[config.mk]
export PLATFORM = sky130hd
export DESIGN_NAME = ultrasensor_emulator
export DESIGN_NICKNAME = d
export VERILOG_FILES = /design/src/rtl/ultrasensor_emulator.sv
export SDC_FILE = /design/constraint.sdc
export NUM_CORES = 1
export LEC_CHECK = 0
export CAP_MARGIN = 25
export CORE_MARGIN = 4
export CORE_UTILIZATION = 52
export CTS_CLUSTER_DIAMETER = 40
export DETAILED_ROUTE_END_ITERATION = 10
export DONT_BUFFER_PORTS = 1
export PLACE_DENSITY = 0.67
export SLEW_MARGIN = 25
export SYNTH_ARGS = -nofsm -noshare
export SYNTH_HDL_FRONTEND = slang
export SYNTH_SLANG_ARGS = --single-unit
[constraint.sdc]
create_clock -name clk -period 6.57 [get_ports clk]
set_input_delay 0.657 -clock clk [delete_from_list [all_inputs] [get_ports clk]]
set_output_delay 0.657 -clock clk [all_outputs]
set_load 0.02 [all_outputs]
[src/rtl/ultrasensor_emulator.sv]
// ultrasensor_emulator
// Synthesizable stand-in for an HC-SR04 ultrasonic sensor. It is the
// responder side of the trigger/echo handshake. A trigger pulse of at least
// TRIG_MIN_CYCLES is accepted. After a fixed burst delay, an echo pulse is
// driven whose width encodes the programmed obstacle distance. A hold-off
// period follows, during which further triggers are ignored.
//
// Ports
//   clk              in   1   system clock
//   reset            in   1   synchronous, active-high
//   enable           in   1   0 forces the FSM back to IDLE (synchronous)
//   trigger          in   1   trigger from the controller, may be asynchronous
//   obstacle_present in   1   1: echo width = echo_width, 0: echo width = timeout
//   echo_width       in   W   obstacle echo width in clk cycles
//   echo             out  1   echo pulse to the controller, registered
//   busy             out  1   high whenever the FSM is not IDLE, registered
//   short_trig       out  1   single-cycle pulse, trigger rejected as too short

module ultrasensor_emulator #(
  parameter int W                   = 23,
  parameter int TRIG_MIN_CYCLES     = 1000,
  parameter int BURST_DELAY_CYCLES  = 20000,
  parameter int ECHO_TIMEOUT_CYCLES = 3800000,
  parameter int HOLDOFF_CYCLES      = 1000000
) (
  input  logic         clk,
  input  logic         reset,
  input  logic         enable,
  input  logic         trigger,
  input  logic         obstacle_present,
  input  logic [W-1:0] echo_width,
  output logic         echo,
  output logic         busy,
  output logic         short_trig
);

  localparam logic [2:0] S_IDLE    = 3'd0;
  localparam logic [2:0] S_TRIG_HI = 3'd1;
  localparam logic [2:0] S_BURST   = 3'd2;
  localparam logic [2:0] S_ECHO_HI = 3'd3;
  localparam logic [2:0] S_HOLDOFF = 3'd4;

  localparam logic [W-1:0] TRIG_MIN = W'(TRIG_MIN_CYCLES);
  localparam logic [W-1:0] BURST_DELAY = W'(BURST_DELAY_CYCLES);
  localparam logic [W-1:0] ECHO_TIMEOUT = W'(ECHO_TIMEOUT_CYCLES);
  localparam logic [W-1:0] HOLDOFF = W'(HOLDOFF_CYCLES);
  localparam logic [W-1:0] ONE = W'(1);

  logic [2:0]   state;
  logic         trig_meta;
  logic         trig_s;
  logic         trig_d;
  logic         trig_rise;
  logic [W-1:0] tcnt;
  logic [W-1:0] dcnt;
  logic [W-1:0] ecnt;
  logic [W-1:0] hcnt;
  logic [W-1:0] wreg;
  logic [W-1:0] width_cap;

  // Two-flop synchronizer plus a delayed copy for edge detection. These flops
  // are deliberately left out of reset so they keep tracking the pin. As a
  // result, a trigger held high across reset or enable=0 shows no rising edge
  // once the FSM is back in IDLE.
  always_ff @(posedge clk) begin
    trig_meta <= trigger;
    trig_s    <= trig_meta;
    trig_d    <= trig_s;
  end

  assign trig_rise = trig_s & ~trig_d;

  // Echo width captured when a trigger is accepted. The width is clamped to
  // the timeout. A zero width is widened to one cycle so an echo pulse
  // always appears.
  always_comb begin
    width_cap = ECHO_TIMEOUT;
    if (obstacle_present) begin
      if (echo_width > ECHO_TIMEOUT) begin
        width_cap = ECHO_TIMEOUT;
      end else if (echo_width == '0) begin
        width_cap = ONE;
      end else begin
        width_cap = echo_width;
      end
    end
  end

  // Main protocol FSM.
  // tcnt: trigger high time, saturating at the minimum.
  // dcnt: burst delay counter.
  // ecnt: echo high time counter.
  // hcnt: hold-off time counter.
  // ecnt and hcnt both start at 1 on entry to their state. A compare against
  // the target then gives exactly target cycles in that state.
  always_ff @(posedge clk) begin
    if (reset || !enable) begin
      state      <= S_IDLE;
      echo       <= 1'b0;
      busy       <= 1'b0;
      short_trig <= 1'b0;
      tcnt       <= '0;
      dcnt       <= '0;
      ecnt       <= '0;
      hcnt       <= '0;
      wreg       <= '0;
    end else begin
      short_trig <= 1'b0;
      case (state)
        S_IDLE: begin
          echo <= 1'b0;
          busy <= 1'b0;
          if (trig_rise) begin
            state <= S_TRIG_HI;
            tcnt  <= ONE;
            busy  <= 1'b1;
          end
        end

        S_TRIG_HI: begin
          if (trig_s) begin
            if (tcnt < TRIG_MIN) begin
              tcnt <= tcnt + ONE;
            end
          end else if (tcnt >= TRIG_MIN) begin
            wreg  <= width_cap;
            dcnt  <= '0;
            tcnt  <= '0;
            state <= S_BURST;
          end else begin
            short_trig <= 1'b1;
            busy       <= 1'b0;
            tcnt       <= '0;
            state      <= S_IDLE;
          end
        end

        // dcnt reaches BURST_DELAY after BURST_DELAY cycles in this state.
        // Echo rises on the following edge. That edge is BURST_DELAY+1
        // cycles after the trigger fall was seen.
        S_BURST: begin
          if (dcnt >= BURST_DELAY) begin
            echo  <= 1'b1;
            ecnt  <= ONE;
            dcnt  <= '0;
            state <= S_ECHO_HI;
          end else begin
            dcnt <= dcnt + ONE;
          end
        end

        S_ECHO_HI: begin
          if (ecnt >= wreg) begin
            echo  <= 1'b0;
            ecnt  <= '0;
            hcnt  <= ONE;
            state <= S_HOLDOFF;
          end else begin
            ecnt <= ecnt + ONE;
          end
        end

        S_HOLDOFF: begin
          if (hcnt >= HOLDOFF) begin
            hcnt  <= '0;
            busy  <= 1'b0;
            state <= S_IDLE;
          end else begin
            hcnt <= hcnt + ONE;
          end
        end

        default: begin
          state <= S_IDLE;
          echo  <= 1'b0;
          busy  <= 1'b0;
        end
      endcase
    end
  end

endmodule

* After elaboration in Yosys (flattened, before gate mapping)
Index checks and enable logic that the tools add are counted.
** Word-level totals
- ROM bits :: 0
- Register bits :: 124
- Output and inout port bits :: 3
- Memories :: 0
- Latch bits :: 0
- Bits in writable memories :: 0
** Operators by class
- Reduce and logical (&&, ||, !) cells :: 19
- $add $sub $neg :: 4
- Div/mod/pow operators :: 0
- Multipliers :: 0
- Equal/unequal tests :: 12
- Shift operators :: 0
- Bitwise gates (word level) :: 6
- Order comparisons :: 6
- Multiplexer cells :: 33
** Operators by type and width (number)
- $mux 23 :: 13
- $pmux 23 s2 :: 4
- $add 23x1->23 const B :: 4
- $ge 23x10->1 const B :: 1
- $ge 23x15->1 const B :: 1
- $ge 23x20->1 const B :: 1
- $ge 23x23->1 :: 1
- $gt 23x22->1 const B :: 1
- $logic_not 23->1 :: 1
- $lt 23x10->1 const B :: 1
- $mux 3 :: 5
- $pmux 3 s5 :: 1
- $ne 2x2->1 const B :: 7
- $reduce_and 3->1 :: 4
- $reduce_bool 2->1 :: 4
- $mux 1 :: 7
- $eq 3x2->1 const B :: 2
- $not 1->1 :: 5
- $reduce_and 5->1 :: 1
- $pmux 1 s4 :: 1
- $reduce_and 2->1 :: 2
- $reduce_and 4->1 :: 1
- $reduce_or 2->1 :: 2
- $eq 3x1->1 const B :: 1
- 9 further kinds :: 9

* Logic depth before layout (Yosys ltp)
Gate-level depths: netlist (run 1).
- Depth after elaboration :: 4
- Depth in mapped cells :: 11
- Depth with buffers taken out :: 9

* Least setup slack after synthesis (run 1)
OpenSTA, ideal clock, no wires.
- Kind :: reg-to-reg
- Start point :: register ecnt[16]
- End point :: register hcnt[19]
- Arrival :: 2236 ps
- Path buffers :: 1
- Stages on the path, launching flop included :: 10
- Path slack :: 4276 ps
- Setup time :: 58 ps
- Clock period less this slack :: 2294 ps
- Cell sequence :: dfxtp_1 ha_1 a21o_1 a221o_1 a221oi_2 nand2_2 o21ai_2 nor3b_4 buf_6 o22a_1
** Between the ends
- Word-level cells in the longest chain between the ends :: 3
** RTL lines
- start, declared :: RTL line 56 : logic [W-1:0] ecnt;
- start signal, assigned :: RTL line 159 : ecnt <= ecnt + ONE;
- $ge 23x23->1 :: RTL line 153 : if (ecnt >= wreg) begin
- $ne 2x2->1 (no line)
- $reduce_and 2->1 (no line)
- end signal, assigned :: RTL line 169 : hcnt <= hcnt + ONE;
- end, declared :: RTL line 57 : logic [W-1:0] hcnt;
Every way passes these cells.
A chain may end at the register's enable or synchronous reset.

* Worst setup path after layout (run 1)
- Start point :: register ecnt[18]
- End point :: register ecnt[7]
** Between the ends
- Word-level cells in the longest chain between the ends :: 3
** RTL lines
- $ge 23x23->1 :: RTL line 153
- $mux 23 :: RTL line 153
- $pmux 23 s2 :: RTL line 109 : case (state)
Every way passes these cells.

==> results of run 1 <==
## state kept, by name, indices dropped and copies added (netlist names), 3 cells and up
name and count:
state 3, ecnt 23, wreg 23, dcnt 23
hcnt 23, tcnt 23
## metal layers
metal / wire [µm] / vias to the layer above / share of wire, % / track usage [%]
met1: 6370 / 2414 / 47 / 27.4
met2: 6580 / 83 / 48 / 34.6
met3: 511 / 14 / 3.7 / 6.63
met4: 174 / 0 / 1.3 / 7.19
li1: - / 2563 / - / -
met5: 0 / - / 0 / 0
## worst paths after layout
path,start,end,slack (ns),cells past startpoint
setup / recovery,ecnt[18],ecnt[7],3.66,8
setup reg to reg,ecnt[18],ecnt[7],3.66,8
hold reg to reg,trig_meta,trig_s,0.34,0
hold / removal,trigger,trig_meta,0.26,0
## final cells by class
| cell class | count | area (µm²) |
|---|---|---|
| clock buffer | 17 | 425 |
| tap | 143 | 179 |
| fill | 1009 | 4610 |
| multi-input combinational | 518 | 3380 |
| sequential | 124 | 2480 |
| clock inverter | 15 | 245 |
| inverter | 36 | 135 |
| timing repair buffer | 2 | 15.0 |
## power breakdown
group	switching, mW	internal [mW]
clock	0.354	0.710
combinational	0.0205	0.00720
sequential	0.00202	0.754
## stage by stage
step | hold slack, ns | instances
3_3_place_gp | 0.341 | 823
5_1_grt | 0.235 | 855
2_1_floorplan | 0.310 | 702
4_1_cts | 0.244 | 855
6_report | 0.261 | 855
3_5_place_dp | 0.331 | 823
## worst max-delay path, cell delays in order (launching register included)
cell and delay, ns:
dfxtp_1 0.45, ha_1 0.29, and2_1 0.17, a221o_1 0.31, a221oi_2 0.42, nand2_2 0.16, nor4_4 0.50, or3b_1 0.40
a31oi_1 0.13
## cell families (layout without fill, tap and decap cells)
group	after synthesis	in the layout	share of synthesized area [%]
flip-flops	124	124	40.7
XOR/XNOR	22	22	3.16
AO/OA/AOI/OAI	158	158	18.5
multiplexers	3	3	0.513
AND/OR/NAND/NOR	305	305	26.8
buffers and inverters	60	70	4.14
adder cells (fa/ha/maj)	30	30	6.16
## placed cells by master (no fill, tap or decap), types with 3 or more instances in the layout
cell	netlist	layout
xnor2_1	13	13
o22a_1	3	3
a211oi_1	5	5
a211o_1	6	6
nor4_1	9	9
a21oi_1	39	39
nand3_1	31	31
nand3b_1	3	3
clkinvlp_4	0	5
and2_1	23	23
o221a_2	13	13
dfxtp_1	124	124
and4_1	9	9
nand4_1	20	20
or3_1	5	5
and3_1	29	29
ha_1	30	30
a41oi_1	5	5
a21o_1	5	5
xor2_1	9	9
inv_1	36	36
nand2_1	55	55
clkbuf_16	0	17
bufinv_16	0	6
o21a_1	5	5
a22o_1	10	10
a31oi_1	21	21
nor2b_1	5	4
nand2b_1	11	11
o21ai_0	23	23
nor3_1	25	25
nor2_1	67	67
==> flow_metrics.py, run 1 <==
metrics = {
    "routing": {
        "drc": 0,
        "totalWireLength_um": 13600,
        "firstDrtPassIters": 5,
        "first_iter_violations": 320,
        "vias_per_cell": 5.93,
        "drt.antenna.violating_nets": 0,
        "post_drt_wl_per_cell_um": 15.9,
        "vias": 5074,
    },
    "synth": {
        "syn_area_um2": 6100,
        "synth_most_common_cell": "dfxtp_1",
        "ys_seq_area_share_pct": 40.7,
        "postSynthCellCount": 702,
        "yosysTopAreaCell": "dfxtp_1",
        "synthArstFlopShare_pct": 0,
        "synth_flop_cell": "dfxtp_1",
        "synth_top_area_share_pct": 40.7,
        "postSynthAreaPerCell_um2": 8.69,
        "synth_nets": 760,
        "synth_edf_count": 0,
        "ys_types": 63,
        "synth_warnings": 0,
        "yosys-top-cells-count": "124 x dfxtp_1, 67 x nor2_1, 55 x nand2_1",
        "ys_seq_elements": 124,
        "ys_top_cells_by_area": "dfxtp_1 41%, ha_1 6.2%, nor2_1 4.1%",
    },
    "timing": {
        "rsz0062_at_grt": "false",
        "max_slew_margin_pct": 41.5,
        "finalCritPeriodShare_pct": 44.2,
        "fin_tns_setup_ns": 0,
        "fin_worst_skew_ns": 0.00435,
        "post-route-min-period_ns": 2.91,
        "slew_viol_final": 0,
        "hold_violations": 0,
        "tightest_slew_ns": 0.874,
        "clock.fmax_ghz": 0.344,
        "setup_viol": 0,
        "setup_ws_ns": 3.66,
    },
    "layout": {
        "final_util_pct": 59.8,
        "area_delta_synth_final_pct": 12.5,
        "drive_above_1_share_pct": 9.13,
        "antenna_cells": 0,
        "num-nets-final": 757,
        "stdcell_area_um2": 6860,
    },
    "flow_run": {
        "drv_cap": 0,
    },
    "hold_path": {
        "hold_class": "input pin to register",
    },
    "power_and_ir_drop": {
        "p_per_area_nw_per_um2": 269,
        "vdd.ir_drop.worst_mv": 0.214,
        "p_leak_nw": 2.52,
        "finalPower_mw": 1.85,
    },
    "setup_path": {
        "crit_path_end_kind": "register",
        "crit_type": "register to register",
        "critical_path_arrival_ns": 3.25,
        "setup.worst_path.start_class": "register",
        "critPathRequiredTime_ns": 6.92,
        "cp_max_fo": 13,
    },
    "clock_network": {
        "clk_pin_slew_worst_paths_ns": 0.06,
        "numCtsBuffers": 17,
        "cts.htree.levels": 4,
        "postCtsSetupRepairBufs": 0,
        "ctsHoldBuffers": 0,
        "cts_buffer_depth": 2,
        "insertion_delay_ns": 0.42,
        "clock-sinks": 124,
        "cts-resized-gates": 0,
        "cts_root_buf": "clkbuf_16",
        "cts_tree": "done",
    },
    "die": {
        "dieArea_um2": 13500,
        "io_pins": 31,
        "rows": 39,
        "start_util_pct": 53.2,
        "core_um2": 11500,
        "die-height_um": 116,
        "die_x_um": 116,
    },
    "place": {
        "place_ws_ns": 3.67,
        "io_buffers": 0,
        "placed_area_um2": 6180,
        "hpwl_um": 9600,
        "place_congestion": 0.825,
    },
    "grt": {
        "gr-usage-all-layers_pct": 21.5,
        "grt_max_degree": 32,
        "grt-ovfl-total": 0,
        "antenna_found_initial": 0,
        "grt_pass1_vias": 4937,
        "grt_pass1_wl_um": 23100,
    },
    "status": {
        "status": "finished, final reports clean",
    },
}
(Power assumes the default switching activity.)
==> run 2: changes to the inputs <==
==> constraint.sdc (replaced) <==
create_clock -name clk -period 3 [get_ports clk]
set_input_delay 0.3 -clock clk [delete_from_list [all_inputs] [get_ports clk]]
set_output_delay 0.3 -clock clk [all_outputs]
set_load 0.02 [all_outputs]
==> run 2 against run 1 <==
Net effect:
- sequential share of layout area is 0.52 points lower
- clock power increased by 100%
- wire length up 2.2%
- total power grew 110%
- critical path depth is the same
- fmax grew 7.2%
- non-clock buffer count is 18 higher
- via count grew 2.8%
- cell count is 2.0% higher
- worst hold slack worse by 0.21 ns
- highest routed layer unchanged
==> flow_metrics.py, run 2 (synthesis gave the netlist of run 1 again) <==
metrics = {
    "grt": {
        "gr-usage-all-layers_pct": 22.1,
        "grt-ovfl-total": 0,
        "grt_pass1_wl_um": 23700,
        "grt_max_degree": 31,
        "antenna_found_initial": 0,
        "grt_pass1_vias": 5037,
    },
    "power_and_ir_drop": {
        "p_leak_nw": 2.57,
        "clkPwrFrac_pct": 55.5,
        "power_switching_mw": 0.824,
        "p_int_mw": 3.06,
        "comb_power_share_pct": 1.9,
        "swShare_pct": 21.2,
        "vdd.ir_drop.worst_mv": 0.426,
        "seqPwrFrac_pct": 42.6,
        "p_per_area_nw_per_um2": 558,
    },
    "hold_path": {
        "min_to": "wreg[14]",
        "min_from": "echo_width[14]",
        "hold_class": "input pin to register",
        "whs_path_depth": 1,
    },
    "die": {
        "dieArea_um2": 13500,
        "die-height_um": 116,
        "core_um2": 11500,
        "start_util_pct": 53.2,
        "io_pins": 31,
        "rows": 39,
        "die_x_um": 116,
    },
    "timing": {
        "fin_worst_skew_ns": 0.00899,
        "rsz0062_at_grt": "false",
        "fin_tns_setup_ns": 0,
        "finalCritPeriodShare_pct": 90.4,
        "clock.fmax_ghz": 0.369,
        "setup_ws_ns": 0.289,
        "slew_viol_final": 0,
        "setup_viol": 0,
        "tightest_slew_ns": 0.731,
        "hold_violations": 0,
        "max_slew_margin_pct": 51.1,
        "post-route-min-period_ns": 2.71,
    },
    "clock_network": {
        "cts.htree.levels": 4,
        "insertion_delay_ns": 0.43,
        "postCtsSetupRepairBufs": 0,
        "clk_pin_slew_worst_paths_ns": 0.06,
        "clock-sinks": 124,
        "numCtsBuffers": 17,
        "cts_buffer_depth": 2,
        "cts_root_buf": "clkbuf_16",
        "cts_tree": "done",
    },
    "routing": {
        "first_iter_violations": 259,
        "met2WireLength_um": 6610,
        "post_drt_wl_per_cell_um": 16.0,
        "drc": 0,
        "vias_per_cell": 5.98,
        "firstDrtPassIters": 5,
        "drt-met1-wl_um": 6500,
        "totalWireLength_um": 13900,
        "drt.antenna.violating_nets": 0,
        "met3_length_um": 577,
        "vias": 5214,
        "dr.max_layer_used": "met4",
    },
    "place": {
        "placed_area_um2": 6240,
        "io_buffers": 0,
        "place_congestion": 0.849,
        "dp_cells": 832,
        "place_ws_ns": 0.318,
        "hpwl_um": 9820,
    },
    "layout": {
        "final_common_cell": "dfxtp_1",
        "final_cell_mix": "124 x dfxtp_1, 67 x nor2_1, 55 x nand2_1",
        "num-nets-final": 775,
        "area_delta_synth_final_pct": 14.1,
        "stdcell_area_um2": 6960,
        "final_util_pct": 60.7,
        "stdcell_count": 872,
        "antenna_cells": 0,
        "drive_above_1_share_pct": 10.0,
    },
    "setup_path": {
        "reg2reg_depth": 8,
        "cp_slowest_stage_delay_ns": 0.50,
        "cpLargestDelayFamily": "compound AO/OA/AOI/OAI gates",
        "r2r-end": "hcnt[19]",
        "critical_path_arrival_ns": 3.08,
        "timing.rr.start": "ecnt[16]",
        "crit_type": "register to register",
        "cp_max_fo": 12,
        "path_cells": "ha_1 > a21o_1 > a221o_1 > a221oi_2 > nand2_2 > o21ai_2 > nor3b_4 > o22a_1",
        "regToRegSetupSlack_ns": 0.29,
        "crit_path_end_kind": "register",
        "critPathRequiredTime_ns": 3.37,
        "cpMaxStageDelayCell": "nor3b_4",
        "setup.worst_path.start_class": "register",
        "crit_buf_inv": 0,
    },
    "flow_run": {
        "drv_cap": 0,
    },
    "status": {
        "status": "finished, final reports clean",
    },
}
## run 2: power by group through the flow
stage | combinational (mW) | sequential, mW | clock (mW)
final | 0.0729 | 1.65 | 2.15
after global routing | 0.0800 | 1.65 | 2.27
after CTS | 0.0731 | 1.65 | 2.19
after detailed placement | 0.0628 | 1.69 | 0
after global placement | 0.0620 | 1.69 | 0
after floorplan | 0.0482 | 1.69 | 0
## run 2: worst max path at each step
stage | start | to | slack (ns) | depth (start not counted)
global route | ecnt[16] | hcnt[8] | 0.07 | 8
global placement | ecnt[16] | hcnt[19] | 0.36 | 8
finish | ecnt[16] | hcnt[19] | 0.29 | 8
detailed placement | ecnt[18] | hcnt[19] | 0.32 | 8
floorplan | ecnt[16] | hcnt[19] | 0.71 | 9
CTS | ecnt[16] | hcnt[19] | 0.29 | 8
## run 2: routing by layer
metal / up-vias / track usage [%]
met5: - / 0
met3: 22 / 5.96
met1: 2482 / 28.0
met4: 0 / 9.51
met2: 113 / 35.7
li1: 2597 / -
## run 2: through the flow
stage / hold slack (ns) / total power, mW
finish: 0.0480 / 3.88
detailed placement: 0.312 / 1.75
global placement: 0.314 / 1.75
global route: 0.0280 / 4.00
floorplan: 0.310 / 1.74
CTS: 0.0294 / 3.92
## run 2: timing repair
action,in CTS,in global routing
gates resized for setup,0,0
hold buffers,9,0
endpoints found under the hold margin,9,0
setup endpoints to repair,0,0
## run 2: final cells by class
class	instances	area, µm²
tap	143	179
multi-input combinational	518	3370
timing repair buffer	20	173
sequential	124	2480
fill	1001	4510
clock buffer	17	425
inverter	36	135
clock inverter	14	198
==> run 3: changes to the inputs <==
--- a/config.mk
+++ b/config.mk
@@ -6,12 +6,14 @@
 export NUM_CORES = 1
 export LEC_CHECK = 0
 export CAP_MARGIN = 25
+export CELL_PAD_IN_SITES_DETAIL_PLACEMENT = 2
+export CELL_PAD_IN_SITES_GLOBAL_PLACEMENT = 2
 export CORE_MARGIN = 4
-export CORE_UTILIZATION = 52
+export CORE_UTILIZATION = 39
 export CTS_CLUSTER_DIAMETER = 40
 export DETAILED_ROUTE_END_ITERATION = 10
 export DONT_BUFFER_PORTS = 1
-export PLACE_DENSITY = 0.67
+export PLACE_DENSITY_LB_ADDON = 0.1
 export SLEW_MARGIN = 25
 export SYNTH_ARGS = -nofsm -noshare
 export SYNTH_HDL_FRONTEND = slang
==> run 3 against run 2 <==
Net effect:
- fmax fell by 0.69%
- register-to-register slack got worse by 0.02 ns
- sequential power barely moved
- first-iteration DRC count fell by 27%
- via count rose by 4.9%
- setup slack got worse by 0.019 ns
- worst hold slack improved by 0.0011 ns
- largest cell class unchanged
- largest power group unchanged
- highest routed layer unchanged
==> flow_metrics.py, run 3 (synthesis gave the netlist of run 1 again) <==
metrics = {
    "power_and_ir_drop": {
        "finalPower_mw": 3.88,
        "swShare_pct": 22.6,
        "clkPwrFrac_pct": 55.3,
        "p_int_mw": 3.01,
        "p_leak_nw": 2.61,
        "seqPwrFrac_pct": 42.7,
        "vdd.ir_drop.worst_mv": 0.386,
        "comb_power_share_pct": 2.1,
        "power_switching_mw": 0.876,
        "p_per_area_nw_per_um2": 549,
    },
    "setup_path": {
        "cpLargestDelayFamily": "simple AND/OR/NAND/NOR gates",
        "cpMaxStageDelayCell": "nor2_1",
        "r2r-end": "dcnt[8]",
        "cp-startpoint": "tcnt[19]",
        "regToRegSetupSlack_ns": 0.27,
        "critPathRequiredTime_ns": 3.35,
        "timing.rr.start": "tcnt[19]",
        "cp_slowest_stage_delay_ns": 0.65,
        "crit_path_end_kind": "register",
        "reg2reg_depth": 6,
        "critical_path_arrival_ns": 3.08,
        "cp_num_cells": 6,
        "cp_max_fo": 17,
        "setup.worst_path.start_class": "register",
        "crit_type": "register to register",
        "crit_top_cell": "nor2_1",
        "crit_end": "dcnt[8]",
        "path_cells": "nor4_1 > and4_1 > a21oi_4 > nor2_1 > nand2b_1 > nor2_1",
        "crit_buf_inv": 0,
    },
    "timing": {
        "hold_violations": 0,
        "setup_viol": 0,
        "tightest_slew_ns": 0.826,
        "rsz0062_at_grt": "false",
        "finalCritPeriodShare_pct": 91.0,
        "fin_tns_setup_ns": 0,
        "slew_viol_final": 0,
        "post-route-min-period_ns": 2.73,
        "max_slew_margin_pct": 44.3,
        "clock.fmax_ghz": 0.366,
        "fin_worst_skew_ns": 0.00727,
        "whs_ns": 0.0491,
    },
    "die": {
        "die_x_um": 133,
        "dieArea_um2": 17700,
        "io_pins": 31,
        "start_util_pct": 40.0,
        "core_um2": 15300,
        "die-height_um": 133,
        "rows": 45,
    },
    "place": {
        "hpwl_um": 13300,
        "place_congestion": 0.780,
        "io_buffers": 0,
    },
    "grt": {
        "grt_pass1_vias": 6013,
        "gr-usage-all-layers_pct": 22.0,
        "antenna_found_initial": 0,
        "grt_pass1_wl_um": 31200,
        "grt-ovfl-total": 0,
        "grt_max_degree": 31,
    },
    "clock_network": {
        "clock-sinks": 124,
        "cts.htree.levels": 4,
        "numCtsBuffers": 17,
        "cts_buffer_depth": 2,
        "cts_tree": "done",
        "cts-resized-gates": 0,
        "insertion_delay_ns": 0.43,
        "clk_pin_slew_worst_paths_ns": 0.06,
        "cts_root_buf": "clkbuf_16",
    },
    "routing": {
        "first_iter_violations": 188,
        "vias_per_cell": 5.79,
        "post_drt_wl_per_cell_um": 20.2,
        "firstDrtPassIters": 6,
        "drt.antenna.violating_nets": 0,
        "vias": 5469,
        "drc": 0,
        "totalWireLength_um": 19100,
    },
    "flow_run": {
        "drv_cap": 0,
    },
    "layout": {
        "antenna_cells": 0,
        "regArea_um2": 2480,
        "multi_input_area_um2": 3370,
        "final_common_cell": "dfxtp_1",
        "fillers": 1647,
        "num-nets-final": 779,
        "drive_above_1_share_pct": 10.6,
        "final_cell_mix": "124 x dfxtp_1, 67 x nor2_1, 55 x nand2_1",
        "area_delta_synth_final_pct": 16.0,
    },
    "status": {
        "status": "finished, final reports clean",
    },
    "hold_path": {
        "hold_class": "input pin to register",
    },
}
run 3: changes by cell type in the layout (fill, tap and decap cells not counted), sizes merged:
cell	delta
clkbuf	+1
clkinv	+6
bufinv	-1
clkinvlp	-5
buf	+4
run 3: worst min path at each step:
stage / from / endpoint / slack, ns / cells after the start
2_1_floorplan: trig_meta / trig_s / 0.31 / 0
3_3_place_gp: trig_meta / trig_s / 0.31 / 0
3_5_place_dp: trig_meta / trig_s / 0.32 / 0
4_1_cts: echo_width[10] / wreg[10] / 0.004 / 1
5_1_grt: echo_width[20] / wreg[20] / 0.03 / 1
6_report: echo_width[21] / wreg[21] / 0.05 / 1
run 3: worst reg2reg max path, stage by stage, from the launching register on:
cell and delay (ns):
dfxtp_1 0.32, nor4_1 0.37, and4_1 0.33, a21oi_4 0.09, nor2_1 0.65, nand2b_1 0.60
nor2_1 0.29
run 3: layout make-up:
class,instances,area share [%]
Clock inverter,14,2.42
Multi-Input combinational cell,518,47.6
Inverter,36,1.91
Timing Repair Buffer,24,3.04
Sequential cell,124,35.1
Clock buffer,18,6.21
Tap cell,211,3.73
run 3: power groups by stage:
stage | Clock (mW) | Combinational [mW] | Sequential, mW
floorplan | 0 | 0.0482 | 1.69
global placement | 0 | 0.0639 | 1.69
detailed placement | 0 | 0.0665 | 1.69
CTS | 2.18 | 0.0751 | 1.66
global route | 2.29 | 0.0875 | 1.65
finish | 2.15 | 0.0805 | 1.66
run 3: per-stage QoR:
step | utilization [%] | cells | setup slack, ns | instance area, µm²
2_1_floorplan | - | 702 | 0.706 | 6100
3_3_place_gp | 41.6 | 903 | 0.350 | 6350
3_5_place_dp | 41.6 | 903 | 0.193 | 6350
4_1_cts | 46.1 | 942 | 0.185 | 7030
5_1_grt | 46.4 | 945 | 0.0774 | 7070
6_report | 46.4 | 945 | 0.270 | 7070
run 3: per-layer routing:
layer  global-route usage (%)  up-vias  share of wire, %
li1                         -     2609                 -
met1                     26.3     2784                44
met2                     39.0       53                52
met3                     5.32       23               2.4
met4                     6.58        0               1.4
met5                        0        -                 0
run 3: what timing repair did:
action | in CTS | in global routing
endpoints found under the setup margin | 0 | 3
buffers inserted | 0 | 1
hold endpoints to repair | 7 | 2
hold buffers | 7 | 2
